### src/rtl/ps2_keyboard.sv
// PS/2 keyboard receiver: line sync/filter, 11-bit frame deframing, E0/F0 prefix decode, held-key flags.
// Optional macro PS2_PARITY_CHECK_EN: when defined, frames with bad odd parity are discarded.
module ps2_keyboard #(
  parameter int FILTER_LEN  = 4,
  parameter int TIMEOUT_CYC = 20000
) (
  input  logic       clk,
  input  logic       rst,
  input  logic       ps2_clk,
  input  logic       ps2_data,
  output logic [7:0] key_code,
  output logic       key_ext,
  output logic       key_brk,
  output logic       key_valid,
  output logic       frame_err,
  output logic       key_up,
  output logic       key_down,
  output logic       key_left,
  output logic       key_right,
  output logic       key_space
);

  localparam logic [1:0] S_IDLE   = 2'd0;
  localparam logic [1:0] S_DATA   = 2'd1;
  localparam logic [1:0] S_PARITY = 2'd2;
  localparam logic [1:0] S_STOP   = 2'd3;

  localparam int FW = $clog2(FILTER_LEN + 1);
  localparam int TW = $clog2(TIMEOUT_CYC + 1);
  localparam logic [FW-1:0] FILT_LAST = FW'(FILTER_LEN - 1);
  localparam logic [TW-1:0] TO_LAST   = TW'(TIMEOUT_CYC - 1);

  logic [1:0]    clk_sync_r;
  logic [1:0]    data_sync_r;
  logic [FW-1:0] filt_cnt_r;
  logic          clk_filt_r;
  logic          clk_filt_d_r;
  logic [1:0]    state_r;
  logic [2:0]    bit_cnt_r;
  logic [7:0]    shift_r;
  logic [TW-1:0] to_cnt_r;
  logic          ext_r;
  logic          brk_r;
  logic          fall_s;
  logic          rx_bit_s;
  logic          timeout_s;
  logic          frame_ok_s;

`ifdef PS2_PARITY_CHECK_EN
  logic par_r;

  function automatic logic odd_parity_ok(input logic [7:0] data, input logic par);
    return ^{data, par};
  endfunction

  assign frame_ok_s = rx_bit_s & odd_parity_ok(shift_r, par_r);
`else
  assign frame_ok_s = rx_bit_s;
`endif

  assign fall_s    = clk_filt_d_r & ~clk_filt_r;
  assign rx_bit_s  = data_sync_r[1];
  assign timeout_s = (state_r != S_IDLE) && !fall_s && (to_cnt_r == TO_LAST);

  // Two-flop synchronisers, reset to the idle-high line level so reset cannot fake a fall.
  always_ff @(posedge clk or posedge rst) begin
    if (rst) begin
      clk_sync_r  <= 2'b11;
      data_sync_r <= 2'b11;
    end else begin
      clk_sync_r  <= {clk_sync_r[0], ps2_clk};
      data_sync_r <= {data_sync_r[0], ps2_data};
    end
  end

  // Glitch filter: the filtered clock follows only a level held for FILTER_LEN samples.
  always_ff @(posedge clk or posedge rst) begin
    if (rst) begin
      filt_cnt_r   <= {FW{1'b0}};
      clk_filt_r   <= 1'b1;
      clk_filt_d_r <= 1'b1;
    end else begin
      clk_filt_d_r <= clk_filt_r;
      if (clk_sync_r[1] == clk_filt_r) begin
        filt_cnt_r <= {FW{1'b0}};
      end else if (filt_cnt_r == FILT_LAST) begin
        filt_cnt_r <= {FW{1'b0}};
        clk_filt_r <= clk_sync_r[1];
      end else begin
        filt_cnt_r <= filt_cnt_r + FW'(1);
      end
    end
  end

  // Frame FSM, prefix tracking, event outputs and held-key flags.
  always_ff @(posedge clk or posedge rst) begin
    if (rst) begin
      state_r   <= S_IDLE;
      bit_cnt_r <= 3'd0;
      shift_r   <= 8'h00;
      to_cnt_r  <= {TW{1'b0}};
      ext_r     <= 1'b0;
      brk_r     <= 1'b0;
`ifdef PS2_PARITY_CHECK_EN
      par_r     <= 1'b0;
`endif
      key_code  <= 8'h00;
      key_ext   <= 1'b0;
      key_brk   <= 1'b0;
      key_valid <= 1'b0;
      frame_err <= 1'b0;
      key_up    <= 1'b0;
      key_down  <= 1'b0;
      key_left  <= 1'b0;
      key_right <= 1'b0;
      key_space <= 1'b0;
    end else begin
      key_valid <= 1'b0;
      frame_err <= 1'b0;
      if (timeout_s) begin
        state_r   <= S_IDLE;
        bit_cnt_r <= 3'd0;
        shift_r   <= 8'h00;
        to_cnt_r  <= {TW{1'b0}};
        ext_r     <= 1'b0;
        brk_r     <= 1'b0;
        frame_err <= 1'b1;
      end else begin
        if (state_r == S_IDLE || fall_s) begin
          to_cnt_r <= {TW{1'b0}};
        end else begin
          to_cnt_r <= to_cnt_r + TW'(1);
        end
        if (fall_s) begin
          case (state_r)
            S_IDLE: begin
              if (!rx_bit_s) begin
                state_r   <= S_DATA;
                bit_cnt_r <= 3'd0;
                shift_r   <= 8'h00;
              end
            end
            S_DATA: begin
              shift_r   <= {rx_bit_s, shift_r[7:1]};
              bit_cnt_r <= bit_cnt_r + 3'd1;
              if (bit_cnt_r == 3'd7) begin
                state_r <= S_PARITY;
              end
            end
            S_PARITY: begin
`ifdef PS2_PARITY_CHECK_EN
              par_r   <= rx_bit_s;
`endif
              state_r <= S_STOP;
            end
            S_STOP: begin
              state_r <= S_IDLE;
              if (!frame_ok_s) begin
                frame_err <= 1'b1;
                ext_r     <= 1'b0;
                brk_r     <= 1'b0;
              end else if (shift_r == 8'hE0) begin
                ext_r <= 1'b1;
              end else if (shift_r == 8'hF0) begin
                brk_r <= 1'b1;
              end else begin
                key_code  <= shift_r;
                key_ext   <= ext_r;
                key_brk   <= brk_r;
                key_valid <= 1'b1;
                ext_r     <= 1'b0;
                brk_r     <= 1'b0;
                // Held flags: only extended arrows and plain space are tracked.
                case ({ext_r, shift_r})
                  9'h175:  key_up    <= ~brk_r;
                  9'h172:  key_down  <= ~brk_r;
                  9'h16B:  key_left  <= ~brk_r;
                  9'h174:  key_right <= ~brk_r;
                  9'h029:  key_space <= ~brk_r;
                  default: ;
                endcase
              end
            end
            default: state_r <= S_IDLE;
          endcase
        end
      end
    end
  end

endmodule

### config.mk
export PLATFORM = sky130hd
export DESIGN_NAME = ps2_keyboard
export DESIGN_NICKNAME = d
export VERILOG_FILES = /design/src/rtl/ps2_keyboard.sv
export SDC_FILE = /design/constraint.sdc
export NUM_CORES = 1
export LEC_CHECK = 0
export ABC_CLOCK_PERIOD_IN_PS = 1650
export CAP_MARGIN = 10
export CORE_MARGIN = 8
export CORE_UTILIZATION = 45
export DETAILED_ROUTE_END_ITERATION = 8
export GPL_TIMING_DRIVEN = 0
export PLACE_DENSITY = 0.64
export SETUP_SLACK_MARGIN = 0.5
export SLEW_MARGIN = 20
export SYNTH_ARGS = -nofsm -noshare
export SYNTH_HDL_FRONTEND = slang
export SYNTH_SLANG_ARGS = --single-unit
### constraint.sdc
create_clock -name clk -period 1.65 [get_ports clk]
set_input_delay 0.2475 -clock clk [delete_from_list [all_inputs] [get_ports clk]]
set_output_delay 0.2475 -clock clk [all_outputs]
set_load 0.005 [all_outputs]
### Yosys cells after proc, flatten, opt, wreduce, memory -nomap -nowiden

Index checks and enable logic that the tools add are counted.

* flip-flop bits (word level): 56
* input bits: 4

* $add $sub $neg: 3
* eq/ne operators: 18
* muxes and demuxes: 39
* bitwise gates (word level): 7
* reduce and logical (&&, ||, !) cells: 20

Operators by type and width (count)
* 9-bit equality test, second input constant: 4
* 7-bit AND reduction: 5
* 15-bit 2-to-1 mux: 2
* 8-bit 2-to-1 mux: 3
* 1-bit 2-to-1 mux: 22
* 8-bit equality test, second input constant: 2
* 8-bit case mux with 2 select lines: 1
* 15-bit by 1-bit adder with 15-bit output, second input constant: 1
* 15-bit equality test, second input constant: 1
* 3-bit 2-to-1 mux: 5
* 3-bit AND reduction: 4
* 9-bit by 6-bit equality test with 1-bit output, second input constant: 1
* 3-bit != test, second input constant: 3
* 2-bit 2-to-1 mux: 4
* 2-bit case mux with 4 select lines: 1
* 3-bit by 1-bit adder with 3-bit output, second input constant: 2
* 1-bit NOT: 6
* 3-bit case mux with 2 select lines: 1
* 6-bit AND reduction: 1
* 2-bit nonzero test: 3
* 2-bit equality test, second input constant: 2
* 4-bit != test, second input constant: 1
* 3-bit by 2-bit equality test with 1-bit output, second input constant: 1
* 3-bit equality test, second input constant: 1
* other kinds (9): 10

### Depth between registers and ports, before layout

* depth after elaboration: 7
* depth in mapped cells: 7
* gate-level depth less buffers: 6

### Worst setup path before layout

Ideal clock, no wire load.

* kind: register to register
* start: register to_cnt_r[0]
* end: register to_cnt_r[10]
* setup time: 71 ps
* arrival: 1542 ps
* data required time: 1579 ps
* slack: 37 ps
* stages on the path, launching flop included: 8
* path buffers: 2
* clock period less this slack: 1613 ps
* cell sequence: dfrtp_1 > ha_1 > and4_1 > buf_2 > and4_2 > nand2b_4 > buf_6 > nor2_1

* longest elaborated chain between the ends: 3

RTL lines
* from (decl): line 41 `logic [TW-1:0] to_cnt_r;`
* from (signal assigned): line 101 `to_cnt_r <= {TW{1'b0}};`
* from (signal assigned): line 124 `to_cnt_r <= {TW{1'b0}};`
* from (signal assigned): line 130 `to_cnt_r <= {TW{1'b0}};`
* 15-bit by 1-bit adder with 15-bit output or 15-bit equality test (tied branches): line 132, 63
* 15-bit 2-to-1 mux or 1-bit logical AND (tied branches): line 129, 63
* 15-bit 2-to-1 mux *: line 120 `if (timeout_s) begin`

Mark *: on every way between the ends. The rest lies on a longest branch, timed or not.
A chain may end at the register's enable or synchronous reset.

### Final worst setup path

* start: register to_cnt_r[0]
* end: register to_cnt_r[8]

Same word-level chain as after synthesis.

==> flow_summary.ini <==
[route]
drc_errors = 0
final_antenna_net_count = 0
drtPass1Iterations = 4
avgRoutedWirePerCell_um = 15.7
via_count = 1871
drt-vias-per-instance = 5.33
drtIter0Drc = 154
totalWireLength_um = 5500

[worst_setup_path]
worstPathMaxFanout = 5
crit_path_start_kind = flop
critical_path_class = flop to flop
worstPathArrival_ns = 1.83
worstPathRequired_ns = 1.87
end_kind = flop

[run_status]
outcome = complete, no violations

[global_route]
grt.overflow.total = 0
antenna_found_initial = 0
grt_pass1_vias = 1886
grt_pass1_wl_um = 9020
grt_max_degree = 32
grt.total_usage = 0.132

[sta]
finalSetupViolCount = 0
worst_pin_slew_ns = 0.597
rsz0062_at_grt = true
fmax_mhz = 619
hold_viol_final = 0
slew_headroom = 0.601
clock_skew_ns = 0.00631
period_share = 0.980
slew_viol_final = 0
setup-tns-final_ns = 0
finalCriticalPeriod_ns = 1.62

[synth]
postSynthCellCount = 207
synthFlopType = dfrtp_1
synthesis.nets = 220
yosysUniqueCellTypes = 48
postSynth.asyncResetShare = 1.00
yosys_warnings = 0
synth-seq-cells = 56
syn_avg_cell_area_um2 = 12.3
synthesis.area_mm2 = 0.00254
synth_edf_count = 0
seq_area_frac_synth = 0.554

[power]
power.internal_mw = 3.01
p_seq_frac = 0.412
finalPower_mw = 4.62
power_density_mw_per_mm2 = 1330
p_leak_nw = 1.63
comb_power_share = 0.415
p_sw_frac = 0.349
p_switching_mw = 1.61
ir_worst_vdd_mv = 0.809
clock_power_share = 0.173

[floorplan]
start_util = 0.465
ios = 21
dieWidth_um = 91.2
dieArea_mm2 = 0.00831
rows = 27
coreArea_mm2 = 0.00547
die_h_um = 91.2

[clocking]
cts_tree = built
insertion_delay_ns = 0.32
cts_root_buffer = clkbuf_8
clock_path_buffers = 2
cts.sink_count = 56
ctsHoldBuffers = 0
htree_levels = 2
clkSlewWorstSetupHoldPaths_ns = 0.10
cts-buffers-inserted = 5

[layout]
area_growth_pct = 37.0
nets = 291
drive_gt1_frac = 0.487
diodes = 0

[run]
maxCapViolations = 0

[placement]
globalplace.congestion = 0.774
port_buffers = 20
hpwl_um = 3130

[min_path]
hold_path_class = input pin to async pin
## state kept, by name (all words and copies together) (netlist names), 2 cells and up
name / cells
bit_cnt_r: 3
clk_sync_r: 2
data_sync_r: 2
filt_cnt_r: 3
key_code: 8
shift_r: 8
state_r: 2
to_cnt_r: 15
## kinds of logic after synthesis
logic type / share of synthesized area
XOR/XNOR: 0.0482
AO/OA/AOI/OAI: 0.0842
multiplexers: 0.0640
buffers and inverters: 0.0305
adder cells (fa/ha/maj): 0.0443
flip-flops: 0.554
AND/OR/NAND/NOR: 0.175
## final cells by class
class	instances	area (um^2)
buffer	6	63.8
clock buffer	6	82.6
clock inverter	2	15.0
fill	450	1990
inverter	9	40.0
multi-input combinational	137	1300
sequential	56	1420
tap	72	90.1
timing repair buffer	63	477
## metrics by stage
stage / setup WS [ns] / cell area, um^2 / cells / hold WS, ns / util
global placement: -0.0713 / 2880 / 299 / 0.346 / 0.527
global route: -0.0185 / 3480 / 351 / 0.335 / 0.636
finish: 0.0335 / 3480 / 351 / 0.329 / 0.636
detailed placement: -0.106 / 2900 / 300 / 0.350 / 0.530
CTS: 0.0741 / 3310 / 342 / 0.327 / 0.604
floorplan: 0.0993 / 2590 / 207 / 0.252 / -
## cells in the mapped netlist (2+ instances only)
master,n,area (um^2)
nand3_1,6,30.0
mux2_2,10,113
mux2i_1,5,50.1
nor4bb_1,2,20.0
nor2_1,22,82.6
nand2_1,7,26.3
nand4_1,10,62.6
xnor2_1,2,17.5
and4_1,3,26.3
ha_1,9,113
and2_1,2,12.5
buf_2,2,10.0
inv_1,9,33.8
o221ai_1,2,17.5
buf_6,2,22.5
a22o_1,9,78.8
dfrtp_1,50,1250
xor2_1,12,105
and3_1,5,31.3
nor2b_1,5,31.3
dfstp_2,6,158
## per-layer routing
layer | vias to the layer above | GRT usage | routed length, um
met3 | 6 | 0.0370 | 212
met2 | 25 | 0.203 | 2640
met5 | - | 0 | 0
met1 | 958 | 0.173 | 2550
li1 | 882 | - | -
met4 | 0 | 0.0505 | 93
## worst paths after layout
check	start	to	slack (ns)	cells after the start
setup / recovery	to_cnt_r[0]	to_cnt_r[8]	0.03	7
hold / removal	rst	filt_cnt_r[1]	0.33	2
setup reg to reg	to_cnt_r[0]	to_cnt_r[8]	0.03	7
hold reg to reg	clk_sync_r[0]	clk_sync_r[1]	0.36	0
max in group asynchronous	rst	data_sync_r[0]	0.73	3
min in group clk	ps2_clk	clk_sync_r[0]	0.33	1
## worst max-delay path, cell delays in order (launching register included)
cell and delay [ns]:
dfrtp_1 0.37, ha_2 0.18, and4_1 0.19, buf_6 0.10, and4_4 0.27, nand2b_4 0.19
buf_6 0.16, nor2_1 0.04
## power by group through the flow
stage	sequential, mW	clock (mW)	combinational, mW
floorplan	1.85	0	0.871
global placement	1.91	0	1.12
detailed placement	1.92	0	1.15
CTS	1.89	0.822	1.72
global route	1.94	0.877	2.10
finish	1.91	0.798	1.92
## timing repair
| item | CTS | global route |
|---|---|---|
| pin swaps | 11 | 8 |
| setup buffers | 31 | 9 |
| gates cloned | 3 | 0 |
| setup endpoints to repair | 64 | 51 |
| resized for setup | 102 | 30 |
## placed cells by master (no fill, tap or decap), drive strengths merged, types with 4 or more instances in the layout
| cell type | instances |
|---|---|
| buf | 64 |
| dfrtp | 50 |
| nor2 | 22 |
| xor2 | 12 |
| nand4 | 10 |
| mux2 | 10 |
| a22o | 9 |
| ha | 9 |
| inv | 8 |
| clkbuf | 8 |
| nand2 | 7 |
| nand3 | 6 |
| dfstp | 6 |
| and3 | 5 |
| mux2i | 5 |
| nor2b | 5 |
| and4 | 4 |
(Power assumes the default switching activity.)
